### config.mk
export PLATFORM = sky130hd
export DESIGN_NAME = uart_rx_frame_ctrl
export DESIGN_NICKNAME = d
export VERILOG_FILES = /design/src/rtl/uart_rx_frame_ctrl_pkg.sv /design/src/rtl/uart_rx_frame_ctrl_gap_timer.sv /design/src/rtl/uart_rx_frame_ctrl.sv
export SDC_FILE = /design/constraint.sdc
export NUM_CORES = 1
export LEC_CHECK = 0
export ABC_CLOCK_PERIOD_IN_PS = 5800
export BUFFER_PORTS_ARGS = -buffer_cell sky130_fd_sc_hd__buf_2
export CAP_MARGIN = 20
export CORE_MARGIN = 3
export CORE_UTILIZATION = 61
export CTS_CLUSTER_DIAMETER = 30
export DETAILED_ROUTE_END_ITERATION = 8
export PLACE_DENSITY_LB_ADDON = 0.15
export SYNTH_ARGS = -nofsm -noshare
export SYNTH_HDL_FRONTEND = slang
export SYNTH_SLANG_ARGS = --single-unit
### constraint.sdc
create_clock -name sys_clk -period 5.8 [get_ports sys_clk]
set_clock_uncertainty 0.15 [all_clocks]
set_input_delay 0.87 -clock sys_clk [delete_from_list [all_inputs] [get_ports sys_clk]]
set_output_delay 0.87 -clock sys_clk [all_outputs]
set_load 0.05 [all_outputs]
### src/rtl/uart_rx_frame_ctrl_pkg.sv
// Shared types and constants for the UART receive frame controller.
// Covers FSM state encodings, error cause codes and the default header bytes.
package uart_rx_frame_ctrl_pkg;

  typedef enum logic [2:0] {
    S_IDLE,
    S_HDR1,
    S_LEN,
    S_DATA,
    S_CHK,
    S_DRAIN
  } state_t;

  typedef enum logic [1:0] {
    ERR_LEN = 2'd0,
    ERR_CHK = 2'd1,
    ERR_TMO = 2'd2,
    ERR_OVR = 2'd3
  } err_t;

  localparam logic [7:0] HDR0_DEF = 8'hA5;
  localparam logic [7:0] HDR1_DEF = 8'h5A;

endpackage

### src/rtl/uart_rx_frame_ctrl_gap_timer.sv
// Inter-byte gap timer: counts enabled cycles since the last clear.
// It pulses expire when the count reaches TO_CLKS-1.
module uart_rx_gap_timer #(
  parameter int TO_CLKS = 4340
) (
  input  logic clk,
  input  logic rst,
  input  logic clr,
  input  logic en,
  output logic expire
);

  localparam int CW = (TO_CLKS > 1) ? $clog2(TO_CLKS) : 1;

  logic [CW-1:0] cnt;

  // A byte arriving in the expiry cycle wins, so clr masks the pulse.
  assign expire = en && !clr && (cnt == CW'(TO_CLKS - 1));

  // NOTE: state registers use non-blocking assignments so every flop samples pre-edge values.
  always_ff @(posedge clk or posedge rst) begin
    if (rst) begin
      cnt <= '0;
    end else if (clr || !en || expire) begin
      cnt <= '0;
    end else begin
      cnt <= cnt + 1'b1;
    end
  end

endmodule

### src/rtl/uart_rx_frame_ctrl.sv
// Frame controller after the UART byte receiver.
// It hunts the header, buffers the payload, verifies the checksum and drains the payload on a valid/ready stream.
module uart_rx_frame_ctrl
  import uart_rx_frame_ctrl_pkg::*;
#(
  parameter int         CLK_FRE      = 50_000_000,
  parameter int         BPS          = 230400,
  parameter int         MAX_LEN      = 16,
  parameter logic [7:0] HDR0         = HDR0_DEF,
  parameter logic [7:0] HDR1         = HDR1_DEF,
  parameter int         TIMEOUT_BITS = 20
) (
  input  logic       sys_clk,
  input  logic       sys_rst,
  input  logic       uart_rx_done,
  input  logic [7:0] uart_rx_data,
  output logic [7:0] pld_data,
  output logic       pld_valid,
  input  logic       pld_ready,
  output logic       pld_last,
  output logic [7:0] frm_len,
  output logic       frm_ok,
  output logic       frm_err,
  output logic [1:0] err_code,
  output logic       busy
);

  localparam int TO_CLKS = CLK_FRE / BPS * TIMEOUT_BITS;
  localparam int IDX_W   = (MAX_LEN > 1) ? $clog2(MAX_LEN) : 1;

  state_t           state, state_nxt;
  logic [7:0]       len, sum, len_m1;
  logic [IDX_W-1:0] wr_idx, rd_idx;
  logic [7:0]       pld_buf [MAX_LEN];
  logic             gap_en, gap_expire, xfer;
  logic             len_load, data_wr, ok_set, err_set;
  err_t             err_sel;
  logic [1:0]       err_q;

  assign len_m1    = len - 8'd1;
  assign pld_valid = (state == S_DRAIN);
  assign pld_data  = pld_valid ? pld_buf[rd_idx] : '0;
  assign pld_last  = pld_valid && (8'(rd_idx) == len_m1);
  assign frm_len   = pld_valid ? len : '0;
  assign busy      = (state != S_IDLE);
  assign err_code  = err_q;
  assign xfer      = pld_valid && pld_ready;
  assign gap_en    = state inside {S_HDR1, S_LEN, S_DATA, S_CHK};

  uart_rx_gap_timer #(.TO_CLKS(TO_CLKS)) u_gap_timer (
    .clk    (sys_clk),
    .rst    (sys_rst),
    .clr    (uart_rx_done),
    .en     (gap_en),
    .expire (gap_expire)
  );

  always_ff @(posedge sys_clk or posedge sys_rst) begin
    if (sys_rst) state <= S_IDLE;
    else         state <= state_nxt;
  end

  // NOTE: every output of this block gets a default first, so no path can infer a latch.
  always_comb begin
    state_nxt = state;
    len_load  = 1'b0;
    data_wr   = 1'b0;
    ok_set    = 1'b0;
    err_set   = 1'b0;
    err_sel   = ERR_LEN;
    if (gap_expire) begin
      state_nxt = S_IDLE;
      err_set   = 1'b1;
      err_sel   = ERR_TMO;
    end else begin
      case (state)
        S_IDLE: if (uart_rx_done && uart_rx_data == HDR0) state_nxt = S_HDR1;
        S_HDR1: if (uart_rx_done) begin
          if (uart_rx_data == HDR1)      state_nxt = S_LEN;
          else if (uart_rx_data != HDR0) state_nxt = S_IDLE;
        end
        S_LEN: if (uart_rx_done) begin
          if (uart_rx_data == 8'd0 || uart_rx_data > 8'(MAX_LEN)) begin
            state_nxt = S_IDLE;
            err_set   = 1'b1;
            err_sel   = ERR_LEN;
          end else begin
            len_load  = 1'b1;
            state_nxt = S_DATA;
          end
        end
        S_DATA: if (uart_rx_done) begin
          data_wr = 1'b1;
          if (8'(wr_idx) == len_m1) state_nxt = S_CHK;
        end
        S_CHK: if (uart_rx_done) begin
          if (uart_rx_data == sum) begin
            ok_set    = 1'b1;
            state_nxt = S_DRAIN;
          end else begin
            err_set   = 1'b1;
            err_sel   = ERR_CHK;
            state_nxt = S_IDLE;
          end
        end
        S_DRAIN: begin
          // Bytes arriving while draining are dropped; the drain itself carries on.
          if (uart_rx_done) begin
            err_set = 1'b1;
            err_sel = ERR_OVR;
          end
          if (xfer && pld_last) state_nxt = S_IDLE;
        end
        default: state_nxt = S_IDLE;
      endcase
    end
  end

  always_ff @(posedge sys_clk or posedge sys_rst) begin
    if (sys_rst) begin
      len     <= '0;
      sum     <= '0;
      wr_idx  <= '0;
      rd_idx  <= '0;
      frm_ok  <= 1'b0;
      frm_err <= 1'b0;
      err_q   <= '0;
    end else begin
      frm_ok  <= ok_set;
      frm_err <= err_set;
      if (err_set) err_q <= err_sel;
      if (len_load) begin
        len    <= uart_rx_data;
        sum    <= uart_rx_data;
        wr_idx <= '0;
      end else if (data_wr) begin
        sum    <= sum + uart_rx_data;
        wr_idx <= wr_idx + 1'b1;
      end
      if (ok_set)    rd_idx <= '0;
      else if (xfer) rd_idx <= rd_idx + 1'b1;
    end
  end

  // NOTE: the payload buffer has no reset; its contents are only read after being written.
  always_ff @(posedge sys_clk) begin
    if (data_wr) pld_buf[wr_idx] <= uart_rx_data;
  end

endmodule

# After elaboration in Yosys (flattened, before gate mapping)
# Memory sizes are Yosys's and may differ from the RTL's.
# Cells that the tools add are included.
# Widths: inputs -> output; s select.
dict set report classes {
  add_sub_neg 5
  multipliers 0
  div 0
  order_cmp 1
  eq_ne 20
  n_shift 0
  muxes 46
  bitwise 0
  reduce_logical 18
}
# op n
set op_table {}
lappend op_table {{$mux 3} 11}
lappend op_table {{$mux 8} 4}
lappend op_table {{$mux 1} 20}
lappend op_table {{$pmux 3 s6} 1}
lappend op_table {{$eq 4x8->1} 2}
lappend op_table {{$mux 4} 4}
lappend op_table {{$ne 3x2->1 const B} 5}
lappend op_table {{$add 13x1->13 const B} 1}
lappend op_table {{$eq 13x13->1 const B} 1}
lappend op_table {{$mux 13} 1}
lappend op_table {{$add 4x1->4 const B} 2}
lappend op_table {{$add 8x8->8} 1}
lappend op_table {{$eq 8x7->1 const B} 1}
lappend op_table {{$eq 8x8->1} 1}
lappend op_table {{$eq 8x8->1 const B} 1}
lappend op_table {{$gt 8x5->1 const B} 1}
lappend op_table {{$logic_not 8->1} 1}
lappend op_table {{$ne 8x8->1 const B} 1}
lappend op_table {{$reduce_and 8->1} 1}
lappend op_table {{$sub 8x1->8 const B} 1}
lappend op_table {{$eq 3x2->1 const B} 2}
lappend op_table {{$eq 3x3->1 const B} 2}
lappend op_table {{$logic_and 1x1->1} 6}
lappend op_table {{$mux 2} 3}
lappend op_table {{11 further kinds} 16}
dict set report word_totals {
  register_bits 44
  latch_bits 0
  ramBits 128
  rom_bits 0
  mem_count 1
}
# name words width rd rd_ports_with_merged_regs write_ports line_no
set mem_list {}
lappend mem_list {pld_buf 16 8 1 0 1 uart_rx_frame_ctrl.sv:34} ;# logic [7:0] pld_buf [MAX_LEN];

# Longest topological paths before layout
dict set report depth {
  word_depth 7
  depth_mapped 9
}

# Cells and area by module
# Synthesis repeated with hierarchy kept, for this count alone.
dict set report unflattened {
  cells_unflattened 517
  hier_area_um2 7786.2
}
# module n_inst cells_each area_per_inst_um2
set modules_own_cells {}
lappend modules_own_cells {uart_rx_frame_ctrl 1 450 7111.8}
lappend modules_own_cells {uart_rx_gap_timer 1 67 674.4}

# Worst setup path after synthesis
# No wires, ideal clock.
dict set report synth_path {
  path_type {register -> output}
  start {register len[0]}
  end {output port pld_last}
  t_arrival_ns 3.129
  required_ns 4.780
  slack_ns 1.651
  stages_incl_launch_ff 8
  path_cell_list {dfrtp_1 buf_2 inv_1 ha_1 or3b_1 a211oi_2 o21ai_2 nor4b_1}
}
dict set report synth_between {
  elab_chain_cells 3
}
# item line_no
set synth_rtl {}
lappend synth_rtl {{from (decl)} uart_rx_frame_ctrl.sv:32} ;# logic [7:0] len, sum, len_m1;
lappend synth_rtl {{from (signal assigned)} uart_rx_frame_ctrl.sv:133} ;# len <= uart_rx_data;
lappend synth_rtl {{$sub 8x1->8} uart_rx_frame_ctrl.sv:40} ;# assign len_m1 = len - 8'd1;
lappend synth_rtl {{$eq 4x8->1} uart_rx_frame_ctrl.sv:43} ;# assign pld_last = pld_valid && (8'(rd_idx) == len_m1);
lappend synth_rtl {{$logic_and 1x1->1} uart_rx_frame_ctrl.sv:43}
lappend synth_rtl {{to (decl)} uart_rx_frame_ctrl.sv:20} ;# output logic pld_last,
# Every way passes these cells.

# Worst setup path after layout
dict set report layout_path {
  start {register rd_idx[0]}
  end {output port pld_data[6]}
}
dict set report layout_between {
  elab_chain_cells 2
}
# item line_no
set layout_rtl {}
lappend layout_rtl {{from (decl)} uart_rx_frame_ctrl.sv:33} ;# logic [IDX_W-1:0] wr_idx, rd_idx;
lappend layout_rtl {{from (signal assigned)} uart_rx_frame_ctrl.sv:141} ;# else if (xfer) rd_idx <= rd_idx + 1'b1;
lappend layout_rtl {{$mem_v2 16x8} -}
lappend layout_rtl {{$mux 8} uart_rx_frame_ctrl.sv:42} ;# assign pld_data = pld_valid ? pld_buf[rd_idx] : '0;
lappend layout_rtl {{to (decl)} uart_rx_frame_ctrl.sv:17} ;# output logic [7:0] pld_data,
# Every way passes these cells.

==> out/summary.md <==
Sorting the synthesized cells by area gives the leading types as sky130_fd_sc_hd__edfxtp_1, sky130_fd_sc_hd__dfrtp_1, sky130_fd_sc_hd__mux4_2, sky130_fd_sc_hd__ha_1, sky130_fd_sc_hd__xor2_1. The count of buffers added by post-CTS timing repair for setup is 0. The tools report the number of antenna violations at the first check in global routing as 0.

Worst stage delay on the critical path: 0.81 ns. The highest-delay cell along the critical path was sky130_fd_sc_hd__dfrtp_2. In this run the static leakage power is 3.13 nW.

Counting every net in the synthesized netlist gives 536. The mapped netlist covers 7710 um2. Hold repair after CTS inserted 0 buffers.

After detailed routing, the number of remaining DRC violations is 0. Once the clock tree was built, the resizer swapped 0 gates to a different size. Count of final hold-check violations: 0. The initial utilization of the core area, before any placement, comes to 63.4%. Data arrives at the worst endpoint at 3.13 ns. The detailed router finished its first iteration with 594 violations. The first TritonRoute pass finished after 5 iterations. At the pin with the least slew margin, the transition time is 1.01 ns.

Summed over all failing endpoints, the final setup total negative slack is 0 ns. The mean post-synth cell area came out at 15.1 um2. The I/O pin count came out at 35.

For the worst setup path, the data required time is 4.78 ns. VDD sags by at most 0.000195 V. The tools report the number of warnings reported in the yosys synthesis log as 0.

STA classifies the critical path startpoint as a flop. The die covers 14,000 um2. The area growth from synthesis to layout is 11.3%.

After detailed routing, the number of vias per cell comes to 6.20. The routed layout has 4,478 vias. The critical path goes through buf_4 > mux4_2 > mux4_2 > and2_1 > buf_2. The count of clock tree sinks is 172, and the highest clock rate is 241 MHz. Number of filler instances in the final layout: 806. The global placement routability congestion was 0.819. The final number of max-transition violations is 0, and the share of the cycle needed by the critical path after routing is 71.6%. Counting flops with a built-in enable in the synthesized netlist gives 128. Setup violations remaining at the end of the flow were counted as 0. The fraction of synthesis flops using an asynchronous set or reset pin works out to 25.6%. The core region is 12,200 um2. The tools report the sequential cell area as 4950 um2.

Detailed placement finished with a half-perimeter wire length of 10.2 mm. The clock transition time at the flip-flop clock pins of the worst setup and hold paths was 0.06 ns. The per-cell routed wire length is 23.2 um. Global routing used 25.1% of the available tracks. The fraction of layout instances using a drive strength above 1 is 22.6%. The die is 118 um wide.

The worst setup path is captured at an output pin. The total power after layout was 0.00238 W; the largest net degree at the start of global routing was 45. TritonCTS built the clock tree.

The floorplan has 40 rows. Final global-route overflow total: 0. Leaving out fill and tap cells, the most frequent cells in the layout are sky130_fd_sc_hd__edfxtp_1, sky130_fd_sc_hd__dfrtp_1, sky130_fd_sc_hd__mux4_2, sky130_fd_sc_hd__buf_2, sky130_fd_sc_hd__nand2_1. The final wirelength came out at 16.7 mm.

After layout, the minimum clock period comes to 4.15 ns. The clock buffer count from CTS is 17. The clock latency at the later pin of the worst-skew pair is 0.42 ns. Setup repair after global routing left no endpoint under its margin. Number of different library cells in the post-synthesis netlist: 57. The cell at the root of the clock tree is sky130_fd_sc_hd__clkbuf_16.

The count of input and output buffers was 34; the worst slack after detailed placement was 2.10 ns. In the synthesized netlist the dominant register cell turns out to be sky130_fd_sc_hd__edfxtp_1. Leading cell type in the layout, fill and taps excluded: sky130_fd_sc_hd__edfxtp_1. The flow ran to the end, and the final reports show no timing, DRC or antenna violations. Once detail routing completed, the nets flagged for antenna violations numbered 0. The total area of multi-input combinational cells is 2610 um2. Cell repeated most along the worst path: sky130_fd_sc_hd__mux4_2. The area of all placed cells without fillers is 8570 um2. The run gives 32.2% as the normalized max-slew margin.

The setup path with the least slack is of type reg2out. For this run, the post-layout net count is 569. After layout, the worst setup slack is 1.65 ns.

The logs give 509 for the post-synthesis instance total and 64.2% for the sequential share of the synthesized area. For the maximum count of clock buffers along a single path, the log shows 2. In this run the worst path has a maximum fanout of 20. The first global-routing pass estimated 26.0 mm of wire. In this run the vertical extent of the chip is 118 um. The power per standard cell area is 278 nW/um2, and the via count of the first global-routing pass is 4,563.

The total of flip-flops plus latches after synthesis was 172; the max-cap check violation count was 0. Of all cell types, the one taking the most synthesized area is sky130_fd_sc_hd__edfxtp_1. The synthesized design devotes to its leading area cell type 49.9% of total area.

The clock tree synthesis step divided the H-tree into 4 levels. For the number of antenna repair diodes, the log shows 0. The min-delay analysis places its worst path in the category reg2reg. The placed instance area was 8060 um2.
Yosys cell counts, types with 2 or more instances:
library cell,count
sky130_fd_sc_hd__dfrtp_1,44
sky130_fd_sc_hd__and3_1,15
sky130_fd_sc_hd__nor2b_1,7
sky130_fd_sc_hd__mux2_2,3
sky130_fd_sc_hd__mux4_2,40
sky130_fd_sc_hd__or2_2,3
sky130_fd_sc_hd__and2_1,14
sky130_fd_sc_hd__nor3b_1,2
sky130_fd_sc_hd__or4b_1,2
sky130_fd_sc_hd__ha_1,14
sky130_fd_sc_hd__buf_2,8
sky130_fd_sc_hd__o21ai_0,13
sky130_fd_sc_hd__nor3_1,13
sky130_fd_sc_hd__nand4_1,4
sky130_fd_sc_hd__nor4b_1,3
sky130_fd_sc_hd__xor2_1,15
sky130_fd_sc_hd__o21bai_1,3
sky130_fd_sc_hd__nand2b_1,2
sky130_fd_sc_hd__inv_1,19
sky130_fd_sc_hd__o31ai_1,2
sky130_fd_sc_hd__a21oi_1,9
sky130_fd_sc_hd__o21a_1,3
sky130_fd_sc_hd__a221o_1,4
sky130_fd_sc_hd__nand3_1,11
sky130_fd_sc_hd__nor4_1,8
sky130_fd_sc_hd__nand2_1,32
sky130_fd_sc_hd__edfxtp_1,128
sky130_fd_sc_hd__buf_4,2
sky130_fd_sc_hd__nor2_1,31
sky130_fd_sc_hd__xnor2_1,14
sky130_fd_sc_hd__clkbuf_1,15
routing by layer:
layer / share of wire [%] / global-route usage, % / up-vias
li1: - / - / 2003
met1: 40 / 33.0 / 2261
met2: 51 / 41.1 / 183
met3: 6.1 / 5.41 / 31
met4: 2.4 / 10.6 / 0
met5: 0 / 0 / -
logic make-up (layout without fill, tap and decap cells):
| kind of cell | Yosys count | after routing | synth area share, % |
|---|---|---|---|
| xor gates and xnor gates | 29 | 29 | 3.30 |
| adders and majority gates | 15 | 15 | 2.53 |
| and+or+nand+nor | 157 | 157 | 10.8 |
| muxes | 43 | 43 | 12.1 |
| buffers and inverters | 45 | 90 | 2.52 |
| DFF | 172 | 172 | 64.2 |
| AOI/OAI and AO/OA | 48 | 48 | 4.51 |
sequential cells by signal, indices dropped and copies added (netlist names):
| name | cells |
|---|---|
| rd_idx | 4 |
| pld_buf | 128 |
| state | 3 |
| len | 8 |
| frm_ok | 1 |
| sum | 8 |
| frm_err | 1 |
| err_code | 2 |
| wr_idx | 4 |
| u_gap_timer.cnt | 13 |
where the power goes:
part / internal [W] / total (W) / switching, W
Clock: 0.000582 / 0.00102 / 0.000437
Sequential: 0.00132 / 0.00132 / 0.0000000618
Combinational: 0.00000822 / 0.0000411 / 0.0000329
Total: 0.00191 / 0.00238 / 0.000469
worst paths after layout:
check / startpoint / endpoint / slack (ns) / cells past startpoint
max in group asynchronous: sys_rst / rd_idx[0]$_DFFE_PP0P_ / 4.38 / 2
min reg2reg: u_gap_timer.cnt[0]$_DFF_PP0_ / u_gap_timer.cnt[0]$_DFF_PP0_ / 0.31 / 1
max reg2reg: state[0]$_DFFE_PP0P_ / pld_buf[4][0]$_DFFE_PP_ / 2.66 / 5
min in group asynchronous: sys_rst / len[7]$_DFFE_PP0P_ / 0.49 / 2
min: u_gap_timer.cnt[0]$_DFF_PP0_ / u_gap_timer.cnt[0]$_DFF_PP0_ / 0.31 / 1
max: rd_idx[0]$_DFFE_PP0P_ / pld_data[6] / 1.65 / 5
layout make-up:
class,count,share of cell area [%]
multi-input cells,292,30.5
well taps,168,2.45
flip-flops and latches,172,57.7
inverters,19,0.832
repair buffers,40,2.51
clock buffers,22,5.18
clock inverters,9,0.861
worst max-delay path: cells and delay by family, from the launching register on:
family,cells,cell delay [ns]
buffers and inverters,2,0.65
DFF,1,0.81
muxes,2,1.06
and+or+nand+nor,1,0.17
metrics by stage:
step / utilization, % / hold slack, ns / cells
after detailed placement: 66.2 / 0.301 / 691
after global placement: 66.2 / 0.289 / 691
after CTS: 70.5 / 0.308 / 722
after floorplan: - / 0.275 / 509
final: 70.5 / 0.306 / 722
after global routing: 70.5 / 0.335 / 722
(Power assumes the default switching activity.)
